`config.mk`:
```
export PLATFORM = sky130hd
export DESIGN_NAME = serial_addsub_ctrl
export DESIGN_NICKNAME = d
export VERILOG_FILES = /design/src/rtl/serial_addsub_pkg.sv /design/src/rtl/full_adder_cum_subtractor.sv /design/src/rtl/serial_addsub_ctrl.sv
export SDC_FILE = /design/constraint.sdc
export NUM_CORES = 1
export LEC_CHECK = 0
export ABC_AREA = 1
export CAP_MARGIN = 20
export CELL_PAD_IN_SITES_DETAIL_PLACEMENT = 2
export CELL_PAD_IN_SITES_GLOBAL_PLACEMENT = 2
export CORE_UTILIZATION = 25
export CTS_BUF_LIST = sky130_fd_sc_hd__clkbuf_16
export CTS_CLUSTER_DIAMETER = 60
export DETAILED_ROUTE_END_ITERATION = 12
export PLACE_DENSITY = 0.75
export RECOVER_POWER = 100
export SYNTH_ARGS = -nofsm -noshare
export SYNTH_HDL_FRONTEND = slang
export SYNTH_SLANG_ARGS = --single-unit
export TNS_END_PERCENT = 5
```
`constraint.sdc`:
```
create_clock -name clk -period 2.1 [get_ports clk]
set_input_delay 0.21 -clock clk [delete_from_list [all_inputs] [get_ports clk]]
set_output_delay 0.21 -clock clk [all_outputs]
set_load 0.05 [all_outputs]
```
`src/rtl/serial_addsub_pkg.sv`:
```
// serial_addsub_pkg: shared definitions for the bit-serial add/subtract sequencer.
//   state_e    FSM state encoding (idle / run / done)
//   MODE_ADD   mode value selecting A+B+cin
//   MODE_SUB   mode value selecting A-B-cin
//   WIDTH_MIN  smallest legal operand width
//   WIDTH_MAX  largest legal operand width
package serial_addsub_pkg;

  typedef enum logic [1:0] {
    StIdle = 2'd0,
    StRun  = 2'd1,
    StDone = 2'd2
  } state_e;

  localparam logic MODE_ADD = 1'b0;
  localparam logic MODE_SUB = 1'b1;

  localparam int unsigned WIDTH_MIN = 2;
  localparam int unsigned WIDTH_MAX = 32;

endpackage

```
`src/rtl/full_adder_cum_subtractor.sv`:
```
// full_adder_cum_subtractor: one-bit reversible adder/subtractor cell built from Feynman (CNOT)
// and Peres gates. Garbage outputs of the reversible network are not brought out.
//   a, b      operand bits (a is the minuend when subtracting)
//   c         carry-in (add) or borrow-in (sub)
//   mode      0 = add, 1 = subtract
//   sum       a ^ b ^ c in both modes
//   cout_brw  full-adder carry (add) or full-subtractor borrow (sub)
module full_adder_cum_subtractor (
  input  logic a,
  input  logic b,
  input  logic c,
  input  logic mode,
  output logic sum,
  output logic cout_brw
);

  logic a_m;     // Feynman(mode, a): a conditionally inverted for subtraction
  logic p1_xor;  // Peres #1 (a_m, b, 0): propagate
  logic p1_and;  // Peres #1: generate
  logic s_raw;   // Peres #2 (p1_xor, c, p1_and): sum of a_m, b, c

  assign a_m      = a ^ mode;
  assign p1_xor   = a_m ^ b;
  assign p1_and   = a_m & b;
  assign s_raw    = p1_xor ^ c;
  assign cout_brw = (p1_xor & c) ^ p1_and;
  // Second Feynman gate undoes the mode inversion so the sum is a ^ b ^ c in both modes.
  assign sum      = s_raw ^ mode;

endmodule

```
`src/rtl/serial_addsub_ctrl.sv`:
```
// serial_addsub_ctrl: bit-serial add/subtract sequencer around one reversible cell.
// Operands are accepted over a valid/ready handshake, processed LSB-first for WIDTH cycles
// with carry/borrow held in a register, and the result is offered over a second handshake.
// Optional feature macro: ADDSUB_OVERFLOW_EN adds the registered signed-overflow output.
//   clk        rising-edge clock
//   rst        synchronous active-high reset
//   in_valid   operand request          in_ready   high in idle while rst is low
//   a, b       operands                 cin        carry-in / borrow-in for bit 0
//   mode       0 = add, 1 = subtract (sampled at accept only)
//   out_valid  result available         out_ready  result consumed
//   result     sum or difference        cout_brw   final carry / borrow
//   overflow   signed overflow (ADDSUB_OVERFLOW_EN only)
module serial_addsub_ctrl
  import serial_addsub_pkg::*;
#(
  parameter int unsigned WIDTH = 8
) (
  input  logic             clk,
  input  logic             rst,
  input  logic             in_valid,
  output logic             in_ready,
  input  logic [WIDTH-1:0] a,
  input  logic [WIDTH-1:0] b,
  input  logic             cin,
  input  logic             mode,
  output logic             out_valid,
  input  logic             out_ready,
  output logic [WIDTH-1:0] result,
  output logic             cout_brw
`ifdef ADDSUB_OVERFLOW_EN
  ,
  output logic             overflow
`endif
);

  if (WIDTH < WIDTH_MIN || WIDTH > WIDTH_MAX) begin : g_width_check
    $error("serial_addsub_ctrl: WIDTH out of legal range");
  end

  localparam int unsigned CntW = $clog2(WIDTH) + 1;
  localparam logic [CntW-1:0] CntLast = CntW'(WIDTH - 1);

  state_e           state_q, state_d;
  logic [WIDTH-1:0] a_sh_q, a_sh_d;
  logic [WIDTH-1:0] b_sh_q, b_sh_d;
  logic [WIDTH-1:0] res_sh_q, res_sh_d;
  logic             carry_q, carry_d;
  logic             mode_q, mode_d;
  logic [CntW-1:0]  cnt_q, cnt_d;

`ifdef ADDSUB_OVERFLOW_EN
  logic a_msb_q, a_msb_d;
  logic b_msb_q, b_msb_d;
  logic ovf_q, ovf_d;
`endif

  logic cell_sum;
  logic cell_cout;

  full_adder_cum_subtractor u_cell (
    .a        (a_sh_q[0]),
    .b        (b_sh_q[0]),
    .c        (carry_q),
    .mode     (mode_q),
    .sum      (cell_sum),
    .cout_brw (cell_cout)
  );

  always_comb begin
    state_d  = state_q;
    a_sh_d   = a_sh_q;
    b_sh_d   = b_sh_q;
    res_sh_d = res_sh_q;
    carry_d  = carry_q;
    mode_d   = mode_q;
    cnt_d    = cnt_q;
`ifdef ADDSUB_OVERFLOW_EN
    a_msb_d  = a_msb_q;
    b_msb_d  = b_msb_q;
    ovf_d    = ovf_q;
`endif
    case (state_q)
      StIdle: begin
        if (in_valid) begin
          a_sh_d  = a;
          b_sh_d  = b;
          carry_d = cin;
          mode_d  = mode;
          cnt_d   = '0;
`ifdef ADDSUB_OVERFLOW_EN
          a_msb_d = a[WIDTH-1];
          b_msb_d = b[WIDTH-1];
`endif
          state_d = StRun;
        end
      end
      StRun: begin
        a_sh_d   = a_sh_q >> 1;
        b_sh_d   = b_sh_q >> 1;
        res_sh_d = {cell_sum, res_sh_q[WIDTH-1:1]};
        carry_d  = cell_cout;
        cnt_d    = cnt_q + CntW'(1);
        if (cnt_q == CntLast) begin
          state_d = StDone;
`ifdef ADDSUB_OVERFLOW_EN
          // On the final step the cell's sum bit is the result MSB.
          if (mode_q == MODE_ADD) begin
            ovf_d = (a_msb_q == b_msb_q) && (cell_sum != a_msb_q);
          end else begin
            ovf_d = (a_msb_q != b_msb_q) && (cell_sum != a_msb_q);
          end
`endif
        end
      end
      StDone: begin
        if (out_ready) begin
          state_d = StIdle;
        end
      end
      default: state_d = StIdle;
    endcase
  end

  always_ff @(posedge clk) begin
    if (rst) begin
      state_q  <= StIdle;
      a_sh_q   <= '0;
      b_sh_q   <= '0;
      res_sh_q <= '0;
      carry_q  <= 1'b0;
      mode_q   <= 1'b0;
      cnt_q    <= '0;
`ifdef ADDSUB_OVERFLOW_EN
      a_msb_q  <= 1'b0;
      b_msb_q  <= 1'b0;
      ovf_q    <= 1'b0;
`endif
    end else begin
      state_q  <= state_d;
      a_sh_q   <= a_sh_d;
      b_sh_q   <= b_sh_d;
      res_sh_q <= res_sh_d;
      carry_q  <= carry_d;
      mode_q   <= mode_d;
      cnt_q    <= cnt_d;
`ifdef ADDSUB_OVERFLOW_EN
      a_msb_q  <= a_msb_d;
      b_msb_q  <= b_msb_d;
      ovf_q    <= ovf_d;
`endif
    end
  end

  assign in_ready  = (state_q == StIdle) && !rst;
  assign out_valid = (state_q == StDone);
  assign result    = res_sh_q;
  assign cout_brw  = carry_q;
`ifdef ADDSUB_OVERFLOW_EN
  assign overflow  = ovf_q;
`endif

endmodule
```
* Word level (Yosys, flattened, before mapping) *
Cells that the tools add are included.

storage, ports and cells
  register bits = 32
  input bits = 22
  output and inout port bits = 11
  word-level logic and storage cells = 40

operators by class
  bitwise operators = 7
  equal/unequal tests = 6
  muxes and demuxes = 12
  reduce and logical (&&, ||, !) cells = 7
  add/sub/neg operators = 1

operator list
  cell                                                                      number
  8-bit one-hot mux with 2 select lines                                     2
  8-bit two-way mux                                                         2
  4-bit one-hot mux with 2 select lines                                     1
  2-bit two-way mux                                                         3
  2-bit one-hot mux with 3 select lines                                     1
  1-bit XOR                                                                 5
  4-bit by 1-bit adder with 4-bit output (second input constant)            1
  4-bit by 3-bit equality test with 1-bit output (second input constant)    1
  4-bit two-way mux                                                         1
  2-bit inequality test (second input constant)                             2
  2-bit AND reduction                                                       2
  3-bit AND reduction                                                       1
  1-bit AND                                                                 2
  2-bit by 1-bit equality test with 1-bit output (second input constant)    1
  2-bit equality test (second input constant)                               1
  2-bit zero test                                                           1
  2-bit by 1-bit inequality test with 1-bit output (second input constant)  1
  1-bit one-hot mux with 2 select lines                                     1
  2-bit nonzero test                                                        1
  1-bit logical AND                                                         1
  1-bit zero test                                                           1
  1-bit two-way mux                                                         1

* Depth between registers and ports, before layout *
  depth after elaboration = 5
  gate-level depth with buffers = 7
  depth with buffers taken out = 6

* By module *
A second synthesis with hierarchy kept.

unflattened totals
  cells, all modules = 218
  area total of the unflattened synthesis = 1441.4 um^2

modules (own cells, without submodules)
  module                     cells each  sequential area each (um^2)  times used  area each (um^2)
  serial_addsub_ctrl         205         640.6                        1           1376.3
  full_adder_cum_subtractor  13          0.0                          1           65.1

* Worst setup path after synthesis *
OpenSTA, ideal clock, no wires.

  kind = register to register
  start point = reg carry_q (netlist: cout_brw)
  end point = reg res_sh_q[7] (netlist: result[7])
  cell stages (with the launch flop) = 5
  library setup time = 0.120 ns
  slack = 0.474 ns
  path buffers = 0
  period minus slack after synthesis = 1.626 ns
  arrival time = 1.506 ns
  required time = 1.980 ns
  cell sequence = dfxtp_1 inv_1 fa_1 xor2_1 a21oi_1

between the ends
  cells in the longest elaborated chain, start to end = 2

RTL lines
  element                 line                             text
  start, declared         serial_addsub_ctrl.sv:47         logic carry_q, carry_d;
  start signal, assigned  serial_addsub_ctrl.sv:143        carry_q <= carry_d;
  1-bit XOR               full_adder_cum_subtractor.sv:25  assign s_raw = p1_xor ^ c;
  1-bit XOR               full_adder_cum_subtractor.sv:28  assign sum = s_raw ^ mode;
  end signal, assigned    serial_addsub_ctrl.sv:142        res_sh_q <= res_sh_d;
  end, declared           serial_addsub_ctrl.sv:46         logic [WIDTH-1:0] res_sh_q, res_sh_d;

Every way passes these cells.
A chain may end at the register's enable or synchronous reset.

* Worst setup path after layout *
  start point = reg state_q[1]
  end point = out out_valid

between the ends
  cells in the longest elaborated chain, start to end = 1

RTL lines
  element                 line                       text
  start, declared         serial_addsub_ctrl.sv:43   state_e state_q, state_d;
  start signal, assigned  serial_addsub_ctrl.sv:126  state_q <= StIdle;
  start signal, assigned  serial_addsub_ctrl.sv:139  state_q <= state_d;
  2-bit equality test     serial_addsub_ctrl.sv:155  assign out_valid = (state_q == StDone);
  end, declared           serial_addsub_ctrl.sv:26   output logic out_valid,

Every way passes these cells.

==> reports/metrics.yaml <==
core_box_area_sq_mm: 0.00564
synth_compound_gate_area_share: 0.137
first_global_vias: 1468
worst_ep_required_time_ns: 1.89
cts_hold_buf: 0
period_utilization: 0.882
h-tree-depth: 2
r2r.worst_path.cells: 6
antenna_cells_inserted: 0
postCtsResizedCells: 0
leakage_uw: 0.000860
gpl.final_weighted_congestion: 0.745
dieWidth_um: 79.5
initial_antenna_violation_count: 0
max_clock_freq_ghz: 0.540
port-buffer-count: 32
endpoint_kind: "output port"
path_class: "flip-flop to output port"
drt_antenna_net_count: 0
startpoint_type: "flip-flop"
clkTransAtPathRegs_ns: 0.05
gr-total-overflow: 0
cts-buffers-inserted: 5
die_area_sq_mm: 0.00633
remaining_drc_errors: 0
detailroute.via_count: 1387
layout-area-overhead-vs-synth_pct: 29.9
largest_family_of_logic_cells_by_synthesized_area: "simple AND/OR/NAND/NOR gates"
initial_core_util: 0.266
final_setup_fails: 0
syn_nets: 232
viasPerCell: 4.46
regArea_sq_um: 641
timing.slew.headroom: 0.503
synthMuxAreaShare: 0
min-delay-path-class: "flip-flop to flip-flop"
setup-tns-final_ns: 0
worst_hold_path.num_cells: 2
gr-usage-all-layers: 0.137
root_buffer: "sky130_fd_sc_hd__clkbuf_16"
worstPathMaxFanout: 3
adder_cell_share_of_the_synthesized_area: 0.0216
critical_path_arrival_ns: 1.64
drv.max_cap_violation_count: 0
grt_start_max_net_pins: 30
post_synth_instance_area_sq_mm: 0.00150
cts.sink_count: 32
tightestPinTransition_ns: 0.744
hold_violations: 0
die_h_um: 79.5
worst_clock_skew_ns: 0.00187
fillCellCount: 689
ys_ff_latch: 32
syn_area_per_cell_sq_um: 7.22
ys_warn_count: 0
synthXorXnorAreaFrac: 0.0117
synth_simple_gate_area_share: 0.319
multi_input_area_sq_um: 723
layout.nets: 262
first_pass_iters: 4
cts_buffer_depth: 2
core.rowCount: 27
setup_repair_after_global_routing_missed_its_margin: "no"
layout.cells.non_filler: 311
p_per_area_mw_per_mm2: 869
io-pin-count: 33
run_status: "finished, final reports clean"
synth-seq-area-share: 0.426
irDropWorstVdd_uv: 390
cts_tree: "done"
post_synth_inst_count: 208
dp_cells: 303
r2r_slack_ns: 0.32
synth_cell_types: 24
dpl.hpwl_um: 2500
drv_slew: 0
cts.repair_timing.setup_buffer_count: 0
grt_pass1_wl_um: 6580
detail_route.iter0.violations: 57
postRouteWirelength_um: 3860
layout-drive-gt1-share: 0.0837
insertion_delay_ns: 0.27
route.detailed.wl_per_inst_um: 12.4
post-route-min-period_ns: 1.85
==> cells in the final DEF, fill, tap and decap left out <==
master and instances:
sky130_fd_sc_hd__clkbuf_16 5, sky130_fd_sc_hd__a21oi_1 4, sky130_fd_sc_hd__nor2_1 51, sky130_fd_sc_hd__clkbuf_1 1, sky130_fd_sc_hd__dlygate4sd3_1 10, sky130_fd_sc_hd__o21ai_0 28
sky130_fd_sc_hd__dfxtp_1 32, sky130_fd_sc_hd__a31oi_1 1, sky130_fd_sc_hd__nor3_1 1, sky130_fd_sc_hd__xor2_1 1, sky130_fd_sc_hd__clkbuf_2 2, sky130_fd_sc_hd__nor2_2 1
sky130_fd_sc_hd__nand4_1 1, sky130_fd_sc_hd__ha_1 1, sky130_fd_sc_hd__nand2_4 3, sky130_fd_sc_hd__fa_1 1, sky130_fd_sc_hd__xnor2_1 1, sky130_fd_sc_hd__clkinv_1 2
sky130_fd_sc_hd__nand2_1 50, sky130_fd_sc_hd__a21oi_2 4, sky130_fd_sc_hd__inv_1 11, sky130_fd_sc_hd__nand3_1 2, sky130_fd_sc_hd__clkdlybuf4s50_1 21, sky130_fd_sc_hd__nand2_2 5
==> routing by layer <==
layer  vias up  routed length [um]  share of wire  GRT usage
met5         -                   0              0          0
met4         0                  19         0.0049     0.0382
met3         2                 156          0.040     0.0400
met2        29                1820           0.47      0.232
met1       643                1870           0.48      0.167
li1        713                   -              -          -
==> area by class of cell <==
type	instances	area share
Clock buffer	5	0.0641
Clock inverter	3	0.00577
Inverter	10	0.0192
Multi-Input combinational cell	155	0.371
Sequential cell	32	0.328
Tap cell	72	0.0462
Timing Repair Buffer	34	0.166
==> cell usage after synthesis, drive strengths merged <==
library cell	instances	area, sq um
fa	1	20.0
buf	10	83.8
nor3	1	5.00
inv	10	40.1
nor2	52	200
a31oi	1	6.26
nand4	1	6.26
clkbuf	1	3.75
xnor2	1	8.76
xor2	1	8.76
o21ai	28	140
a21oi	8	58.8
dfxtp	32	641
ha	1	12.5
nand3	2	10.0
nand2	58	258
==> metrics by stage <==
step | hold slack (ns) | area, sq um | total power, uW | worst slack, ns | utilization
2_1_floorplan | 0.369 | 1500 | 951 | 0.474 | -
3_3_place_gp | 0.458 | 1850 | 1060 | 0.566 | 0.328
3_5_place_dp | 0.463 | 1850 | 1060 | 0.526 | 0.328
4_1_cts | 0.472 | 1990 | 1740 | 0.230 | 0.352
5_1_grt | 0.494 | 1950 | 1800 | 0.0820 | 0.346
6_report | 0.471 | 1950 | 1700 | 0.248 | 0.346
==> cell families (layout without fill, tap and decap cells) <==
group / Yosys count / after routing
flops: 32 / 32
simple gates: 114 / 114
compound gates: 37 / 37
buf+inv: 21 / 52
xor+xnor: 2 / 2
fa+ha+maj: 2 / 2
==> power breakdown <==
group          internal [uW]  total (uW)  switching (uW)
registers                663         698            34.9
logic                    121         332             211
clock network            425         666             241
total                   1210        1700             487
==> flip-flops by register name, indices dropped and copies added, names as in the netlist <==
| register | count |
|---|---|
| cnt_q | 4 |
| b_sh_q | 8 |
| cout_brw | 1 |
| a_sh_q | 8 |
| result | 8 |
| mode_q | 1 |
| state_q | 2 |
==> critical path, cell delays in order (launching register included) <==
cell and delay (ns):
sky130_fd_sc_hd__dfxtp_1 0.36, sky130_fd_sc_hd__inv_1 0.10, sky130_fd_sc_hd__nor2_1 0.11, sky130_fd_sc_hd__clkdlybuf4s50_1 0.81
==> worst paths after layout <==
check             start        end
min           b_sh_q[7]  b_sh_q[7]
max reg2reg  state_q[1]  b_sh_q[0]
max          state_q[1]  out_valid
min reg2reg   b_sh_q[7]  b_sh_q[7]
No activity file was read; power rests on OpenSTA's default activity.
